$ cat src/rtl/uart_tx_fifo_drain_if.sv
// Read port of the TX-side FWFT FIFO as seen by the UART drain.
// Ports: fifo_rdata (head word, valid while !fifo_empty), fifo_empty, fifo_rinc (pop strobe).
// master = the UART that pops the FIFO, slave = the FIFO itself.
interface uart_tx_fifo_drain_if #(
  parameter int DATA_WIDTH = 8
);
  logic [DATA_WIDTH-1:0] fifo_rdata;
  logic                  fifo_empty;
  logic                  fifo_rinc;

  modport master (
    input  fifo_rdata,
    input  fifo_empty,
    output fifo_rinc
  );

  modport slave (
    output fifo_rdata,
    output fifo_empty,
    input  fifo_rinc
  );
endinterface

$ cat src/rtl/uart_tx_fifo_drain.sv
// UART transmitter draining a first-word-fall-through FIFO: start, DATA_WIDTH bits LSB-first,
// optional parity, 1 or 2 stop bits, CLKS_PER_BIT clocks per bit, all outputs registered.
// Ports: clk, rst (sync, active-high), tx_en (gates new frames), fifo (FIFO read port),
// txd (serial line, idle 1), busy (high for the whole frame).
module uart_tx_fifo_drain #(
  parameter int DATA_WIDTH   = 8,
  parameter int CLKS_PER_BIT = 868,
  parameter int PARITY_EN    = 0,
  parameter int PARITY_ODD   = 0,
  parameter int STOP_BITS    = 1
) (
  input  logic                       clk,
  input  logic                       rst,
  input  logic                       tx_en,
  uart_tx_fifo_drain_if.master       fifo,
  output logic                       txd,
  output logic                       busy
);

  localparam int DIV_W   = $clog2(CLKS_PER_BIT);
  localparam int CNT_MAX = (DATA_WIDTH > STOP_BITS) ? DATA_WIDTH : STOP_BITS;
  localparam int CNT_W   = (CNT_MAX > 1) ? $clog2(CNT_MAX) : 1;

  if (CLKS_PER_BIT < 2) begin : g_bad_div
    $error("CLKS_PER_BIT must be >= 2");
  end
  if (STOP_BITS != 1 && STOP_BITS != 2) begin : g_bad_stop
    $error("STOP_BITS must be 1 or 2");
  end

  typedef enum logic [2:0] {
    IDLE   = 3'd0,
    START  = 3'd1,
    DATA   = 3'd2,
    PARITY = 3'd3,
    STOP   = 3'd4
  } state_t;

  state_t                state;
  logic [DIV_W-1:0]      div;
  logic [CNT_W-1:0]      bit_cnt;
  logic [DATA_WIDTH-1:0] shift_reg;
  logic [DATA_WIDTH-1:0] shift_nxt;
  logic                  parity_bit;
  logic                  rinc;
  logic                  div_last;

  assign div_last       = (div == DIV_W'(CLKS_PER_BIT - 1));
  // Data bits leave from bit 0; the register shifts right at every data-bit boundary.
  assign shift_nxt      = shift_reg >> 1;
  assign fifo.fifo_rinc = rinc;

  always_ff @(posedge clk) begin
    if (rst) begin
      state      <= IDLE;
      txd        <= 1'b1;
      busy       <= 1'b0;
      rinc       <= 1'b0;
      bit_cnt    <= '0;
      div        <= '0;
      shift_reg  <= '0;
      parity_bit <= 1'b0;
    end else begin
      // Pop strobe is a single cycle: it only survives the launch edge.
      rinc <= 1'b0;
      case (state)
        IDLE: begin
          div     <= '0;
          bit_cnt <= '0;
          if (tx_en && !fifo.fifo_empty) begin
            // Head word is captured here; the pop lands one edge later, so the
            // FIFO pointer only moves after the data is safely held.
            shift_reg  <= fifo.fifo_rdata;
            parity_bit <= (^fifo.fifo_rdata) ^ (PARITY_ODD != 0);
            state      <= START;
            txd        <= 1'b0;
            busy       <= 1'b1;
            rinc       <= 1'b1;
          end else begin
            txd  <= 1'b1;
            busy <= 1'b0;
          end
        end

        START: begin
          if (div_last) begin
            div     <= '0;
            bit_cnt <= '0;
            state   <= DATA;
            txd     <= shift_reg[0];
          end else begin
            div <= div + 1'b1;
          end
        end

        DATA: begin
          if (div_last) begin
            div <= '0;
            if (bit_cnt == CNT_W'(DATA_WIDTH - 1)) begin
              bit_cnt <= '0;
              if (PARITY_EN != 0) begin
                state <= PARITY;
                txd   <= parity_bit;
              end else begin
                state <= STOP;
                txd   <= 1'b1;
              end
            end else begin
              bit_cnt   <= bit_cnt + 1'b1;
              shift_reg <= shift_nxt;
              txd       <= shift_nxt[0];
            end
          end else begin
            div <= div + 1'b1;
          end
        end

        PARITY: begin
          if (div_last) begin
            div     <= '0;
            bit_cnt <= '0;
            state   <= STOP;
            txd     <= 1'b1;
          end else begin
            div <= div + 1'b1;
          end
        end

        STOP: begin
          if (div_last) begin
            div <= '0;
            if (bit_cnt == CNT_W'(STOP_BITS - 1)) begin
              // busy drops on the same edge so IDLE always shows at least one quiet cycle.
              bit_cnt <= '0;
              state   <= IDLE;
              busy    <= 1'b0;
              txd     <= 1'b1;
            end else begin
              bit_cnt <= bit_cnt + 1'b1;
            end
          end else begin
            div <= div + 1'b1;
          end
        end

        default: begin
          state   <= IDLE;
          txd     <= 1'b1;
          busy    <= 1'b0;
          div     <= '0;
          bit_cnt <= '0;
        end
      endcase
    end
  end

endmodule

$ cat src/flat_wrapper.sv
// flat-port wrapper written by rule: the top's interface ports become plain ports
module uart_tx_fifo_drain_flat 
#(
  parameter int DATA_WIDTH   = 8,
  parameter int CLKS_PER_BIT = 868,
  parameter int PARITY_EN    = 0,
  parameter int PARITY_ODD   = 0,
  parameter int STOP_BITS    = 1
)
  (clk, rst, tx_en, txd, busy, fifo_fifo_rdata, fifo_fifo_empty, fifo_fifo_rinc);
  uart_tx_fifo_drain_if #(.DATA_WIDTH(DATA_WIDTH)) fifo_i ();
  input  logic clk;
  input  logic rst;
  input  logic tx_en;
  output logic txd;
  output logic busy;
  input wire logic [$bits(fifo_i.fifo_rdata)-1:0] fifo_fifo_rdata;
  input wire logic [$bits(fifo_i.fifo_empty)-1:0] fifo_fifo_empty;
  output wire logic [$bits(fifo_i.fifo_rinc)-1:0] fifo_fifo_rinc;
  assign fifo_i.fifo_rdata = fifo_fifo_rdata;
  assign fifo_i.fifo_empty = fifo_fifo_empty;
  assign fifo_fifo_rinc = fifo_i.fifo_rinc;
  uart_tx_fifo_drain #(.DATA_WIDTH(DATA_WIDTH), .CLKS_PER_BIT(CLKS_PER_BIT), .PARITY_EN(PARITY_EN), .PARITY_ODD(PARITY_ODD), .STOP_BITS(STOP_BITS)) u_core (.clk(clk), .rst(rst), .tx_en(tx_en), .fifo(fifo_i), .txd(txd), .busy(busy));
endmodule
$ cat config.mk
export PLATFORM = sky130hd
export DESIGN_NAME = uart_tx_fifo_drain_flat
export DESIGN_NICKNAME = d
export VERILOG_FILES = /design/src/rtl/uart_tx_fifo_drain_if.sv /design/src/rtl/uart_tx_fifo_drain.sv /design/src/flat_wrapper.sv
export SDC_FILE = /design/constraint.sdc
export NUM_CORES = 1
export LEC_CHECK = 0
export CAP_MARGIN = 40
export CORE_AREA = 3 3 58 60
export CTS_CLUSTER_SIZE = 28
export DETAILED_ROUTE_END_ITERATION = 6
export DIE_AREA = 0 0 61 63
export PLACE_DENSITY_LB_ADDON = 0.08
export SLEW_MARGIN = 20
export SYNTH_ARGS = -nofsm -noshare
export SYNTH_HDL_FRONTEND = slang
export SYNTH_SLANG_ARGS = --single-unit
$ cat constraint.sdc
create_clock -name clk -period 1.53 [get_ports clk]
set_input_delay 0.306 -clock clk [delete_from_list [all_inputs] [get_ports clk]]
set_output_delay 0.306 -clock clk [all_outputs]
set_load 0.02 [all_outputs]
Yosys cells after proc, flatten, opt, wreduce, memory -nomap -nowiden

Cells that the tools add are included.

Register bits after elaboration: 27
Bits in latches: 0
RAM bits: 0
ROM bits: 0
Bits of input ports: 12
Output and inout port bits: 3
Word-level logic and storage cells: 72
Memories kept: 0

$add $sub $neg: 2
Multiply operators: 0
Div/mod/pow operators: 0
$lt $le $gt $ge: 0
Eq/ne operators: 15
Shift-type cells: 0
Muxes and demuxes: 30
Bitwise operators: 3
Reduce and logical (&&, ||, !) cells: 15

Operators with widths:

| operator                                             | number |
|---|---|
| two-way mux 3 bit                                    | 12 |
| two-way mux 8 bit                                    | 3 |
| != test 2 x 1 -> 1 bit (second input constant)       | 8 |
| case mux 8 bit (2 select lines)                      | 1 |
| case mux 3 bit (5 select lines)                      | 1 |
| adder 10 x 1 -> 10 bit (second input constant)       | 1 |
| equality test 10 bit (second input constant)         | 1 |
| two-way mux 1 bit                                    | 10 |
| case mux 3 bit (3 select lines)                      | 1 |
| AND reduction 7 bit                                  | 1 |
| equality test 3 x 2 -> 1 bit (second input constant) | 2 |
| equality test 3 bit (second input constant)          | 2 |
| zero test 3 bit                                      | 2 |
| AND reduction 3 bit                                  | 2 |
| OR reduction 3 bit                                   | 2 |
| case mux 1 bit (5 select lines)                      | 1 |
| AND reduction 5 bit                                  | 1 |
| AND reduction 4 bit                                  | 1 |
| OR reduction 2 bit                                   | 2 |
| OR reduction 4 bit                                   | 1 |
| adder 3 x 1 -> 3 bit (second input constant)         | 1 |
| equality test 3 x 1 -> 1 bit (second input constant) | 1 |
| inverter 1 bit                                       | 3 |
| case mux 1 bit (3 select lines)                      | 1 |
| other kinds (4)                                      | 4 |

Logic depth before layout (Yosys ltp)

Depth after elaboration: 4
Mapped depth: 7
Depth with buffers taken out: 6

Worst setup path after synthesis

Ideal clock, no wire load.

Path kind: register to register
Start: register u_core.div[0]
End: register u_core.state[2]
Library setup time: 72 ps
Data arrival time: 1516 ps
Required time: 1458 ps
Slack: -58 ps
Stages on the path, launching flop included: 6
Path buffers: 0
Period minus slack after synthesis: 1588 ps
Cells stage by stage: dfxtp_1 > ha_1 > and4b_1 > nand3_1 > a21boi_1 > mux2i_1

Longest elaborated chain between the ends: 3
Elaborated cells on any way between the ends: 6
Those cells by class: eq/ne (5); reduce/logical (1)

RTL lines:

| element                                  | RTL line                  | text |
|---|---|---|
| start, declared                          | uart_tx_fifo_drain.sv:40  | `logic [DIV_W-1:0] div;` |
| start signal, assigned                   | uart_tx_fifo_drain.sv:92  | `div <= div + 1'b1;` |
| start signal, assigned                   | uart_tx_fifo_drain.sv:114 | `div <= div + 1'b1;` |
| start signal, assigned                   | uart_tx_fifo_drain.sv:125 | `div <= div + 1'b1;` |
| equality test 10 bit (*)                 | uart_tx_fifo_drain.sv:48  | `assign div_last = (div == DIV_W'(CLKS_PER_BIT - 1));` |
| != test 2 x 1 -> 1 bit (no source line)  | n/a                       |  |
| AND reduction 7 bit (no source line) (*) | n/a                       |  |
| end signal, assigned                     | uart_tx_fifo_drain.sv:55  | `state <= IDLE;` |
| end signal, assigned                     | uart_tx_fifo_drain.sv:75  | `state <= START;` |
| end signal, assigned                     | uart_tx_fifo_drain.sv:89  | `state <= DATA;` |
| end, declared                            | uart_tx_fifo_drain.sv:39  | `state_t state;` |

Mark *: on every way between the ends. The rest lies on a longest branch, timed or not.
A chain may end at the register's enable or synchronous reset.

Worst setup path after layout

Start: register u_core.div[0]
End: register u_core.shift_reg[4]

Longest elaborated chain between the ends: 3

RTL lines:

| element                                 | RTL line                  | text |
|---|---|---|
| equality test 10 bit                    | uart_tx_fifo_drain.sv:48  |  |
| != test 2 x 1 -> 1 bit (no source line) | n/a                       |  |
| AND reduction 4 bit (no source line)    | n/a                       |  |
| end signal, assigned                    | uart_tx_fifo_drain.sv:73  | `shift_reg <= fifo.fifo_rdata;` |
| end signal, assigned                    | uart_tx_fifo_drain.sv:110 | `shift_reg <= shift_nxt;` |
| end, declared                           | uart_tx_fifo_drain.sv:42  | `logic [DATA_WIDTH-1:0] shift_reg;` |

No other way between the ends.

==> impl_metrics.csv <==
group,metric,value,unit
setup_path,crit_start,"u_core.div[0]",
timing,fmax,0.634,GHz
synthesis,synth-seq-cells,27,
timing,whs,475,ps
clock_tree,cts_sinks,27,
clock_tree,numCtsBuffers,3,
detailed_routing,vias,1338,
detailed_routing,dr.pass1.iters,4,
timing,rsz0062_at_grt,"yes",
timing,tightest_slew,426,ps
clock_tree,clock_latency,330,ps
synthesis,synth_top_area_share,0.374,
timing,slew_headroom,0.715,
timing,finalWorstSetupSlack,-48.4,ps
min_path,min-delay-path-class,"reg -> reg",
detailed_routing,drc,0,
die,start_util,0.485,
status,violations,"negative setup slack",
detailed_routing,wl_per_cell,14.2,um
synthesis,synthesis.nets,178,
synthesis,syn_inst,162,
clock_tree,clock_path_buffers,2,
min_path,holdPathStages,2,
place,hpwl,2.36,mm
die,rows,20,
setup_path,start_kind,"flip-flop",
setup_path,worstReg2RegStart,"u_core.div[0]",
synthesis,syn_area,1450,sq um
clock_tree,clk_pin_slew,150,ps
synthesis,synthDistinctLibCells,47,
synthesis,synth_area_leaders,"dfxtp_1 37%, xnor2_1 4.8%, nand2_1 4.7%, a211o_1 4.2%, nor2_1 4.2%",
global_route,antenna_found_initial,0,
setup_path,crit_path_top_delay_cell,"dfxtp_2",
die,io_pins,15,
power,total_leakage_power,0.729,nW
global_route,gr-total-overflow,0,
job,cap_violations,0,
setup_path,path_depth,7,
synthesis,synth-warning-count,0,
synthesis,syn_avg_cell_area,8.92,sq um
power,peakVddDrop,0.359,mV
synthesis,yosysMostFrequentCell,"dfxtp_1",
detailed_routing,ant_nets,0,
clock_tree,clock-root-buffer,"clkbuf_4",
layout,fin_nets,225,
global_route,grt_max_degree,16,
synthesis,synthArstFlopShare,0,
layout,syn_to_final_growth,39.0,%
power,p_per_area,682,nW/um^2
min_path,worstHoldStart,"u_core.shift_reg[7]",
die,core,2980,sq um
clock_tree,h-tree-depth,1,
timing,period_needed,1580,ps
setup_path,critical-path-max-stage-delay,360,ps
layout,largest_register_ffs,10,
setup_path,r2r_cells,7,
synthesis,synth_edf_count,0,
die,fp.dieW,61,um
setup_path,worst-path-buf-inv,2,
setup_path,cp_cell_sequence,"ha_4 -> and4b_2 -> buf_6 -> a31oi_4 -> clkbuf_16 -> o21ai_2 -> a21oi_1",
synthesis,yosys_most_used_dff,"dfxtp_1",
setup_path,end_kind,"flip-flop",
place,routabilityCongestion,0.748,
setup_path,worstPathArrival,1860,ps
detailed_routing,wl,3.42,mm
layout,antenna_cells,0,
setup_path,cp_top_family,"compound AO/OA/AOI/OAI gates",
timing,timing.final.crit_share,1.03,
detailed_routing,drtIter0Drc,71,
timing,skew,7.09,ps
detailed_routing,vias_per_cell,5.55,
timing,setup_viol,9,
die,fp.dieH,63,um
layout,fin_util,0.674,
setup_path,crit_fanout,7,
global_route,grt_pass1_wl,5.53,mm
global_route,track_usage,0.183,
setup_path,worstPathRequired,1810,ps
place,io_buffers,14,
synthesis,synth_common_cells,"27 x dfxtp_1, 18 x nand2_1, 16 x nor2_1",
synthesis,post-synth-top-area-cell,"dfxtp_1",
timing,final-hold-violation-count,0,
status,outcome,"finished with violations",
layout,nFillCells,244,
die,die-area,3840,sq um
global_route,grt_pass1_vias,1311,
layout,drive_above_1_share,0.361,
setup_path,crit_type,"reg -> reg",
timing,maxSlewViolCount,0,
clock_tree,cts_tree,"built",
synthesis,yosysSeqAreaShare,0.374,
[metal layers]
| layer | track usage | up-vias | part of all wire |
|---|---|---|---|
| met5 | 0 | - | 0 |
| met4 | 0.0569 | 0 | 0.015 |
| met3 | 0.0248 | 5 | 0.024 |
| met2 | 0.314 | 21 | 0.52 |
| met1 | 0.228 | 641 | 0.44 |
| li1 | - | 671 | - |
[where the power goes]
| group | switching [W] | leakage (nW) | internal, W |
|---|---|---|---|
| Clock | 0.000217 | 0.0177 | 0.0000984 |
| Sequential | 0.0000236 | 0.222 | 0.000731 |
| Combinational | 0.000143 | 0.489 | 0.000158 |
| Total | 0.000383 | 0.729 | 0.000987 |
[kinds of logic after synthesis]
family	synth area share
multiplexers	0.0139
XOR/XNOR	0.0719
buffers and inverters	0.0632
flip-flops	0.374
AND/OR/NAND/NOR	0.223
AO/OA/AOI/OAI	0.219
adder cells (fa/ha/maj)	0.0346
[layout by cell type, fill, tap and decap left out, types with 2 or more instances in the layout]
cell / instances
buf_4: 31
dfxtp_1: 21
nand2_1: 18
nor2_1: 14
clkdlybuf4s50_1: 11
a211o_1: 7
nand3_1: 7
xnor2_1: 7
inv_1: 6
o21ai_1: 6
a21oi_1: 6
dfxtp_2: 6
a21oi_2: 4
o21ai_2: 4
nand2b_1: 3
ha_1: 3
clkbuf_4: 3
dlygate4sd2_1: 3
xnor2_2: 2
or3_4: 2
o211ai_1: 2
o21ai_0: 2
nand4_1: 2
mux2i_1: 2
nor2_2: 2
xor2_1: 2
or2b_1: 2
[per-stage QoR]
stage,std cells,area (sq um),total power (W),TNS [ps],setup slack (ps)
4_1_cts,235,1890,0.00133,-131,-45.5
3_3_place_gp,230,1810,0.00100,-2390,-172
5_1_grt,241,2010,0.00144,-1240,-118
6_report,241,2010,0.00137,-282,-48.4
2_1_floorplan,162,1470,0.000915,-32.7,-16.4
3_5_place_dp,230,1810,0.00101,-3430,-271
[timing repair]
action,4_1_cts,5_1_grt
setup buffers,1,3
resized for setup,15,13
endpoints found under the setup margin,24,25
cloned,0,3
pin swaps,2,13
endpoints found under the hold margin,0,0
hold buffers,0,0
[worst register-to-register path: stages, from the launching register on]
cell and delay, ps:
dfxtp_2 360, ha_4 150, and4b_2 240, buf_6 120
a31oi_4 250, clkbuf_16 200, o21ai_2 50, a21oi_1 140
[path summary, 6_finish.rpt]
kind                            slack [ps]                  end
worst max-delay path                   -50  u_core.shift_reg[4]
worst min-delay path                   470  u_core.shift_reg[7]
worst max register to register         -50  u_core.shift_reg[4]
worst min register to register         470  u_core.shift_reg[7]
[layout make-up]
cell class              count  area [sq um]  area share
multi-input cells         122           940       0.468
repair buffers             48           425       0.212
flip-flops and latches     27           548       0.273
inverters                   7          26.3      0.0131
well taps                  33          41.3      0.0206
clock buffers               3          22.5      0.0112
clock inverters             1          5.00     0.00249
Note: power is estimated with default switching activity, not from simulation.
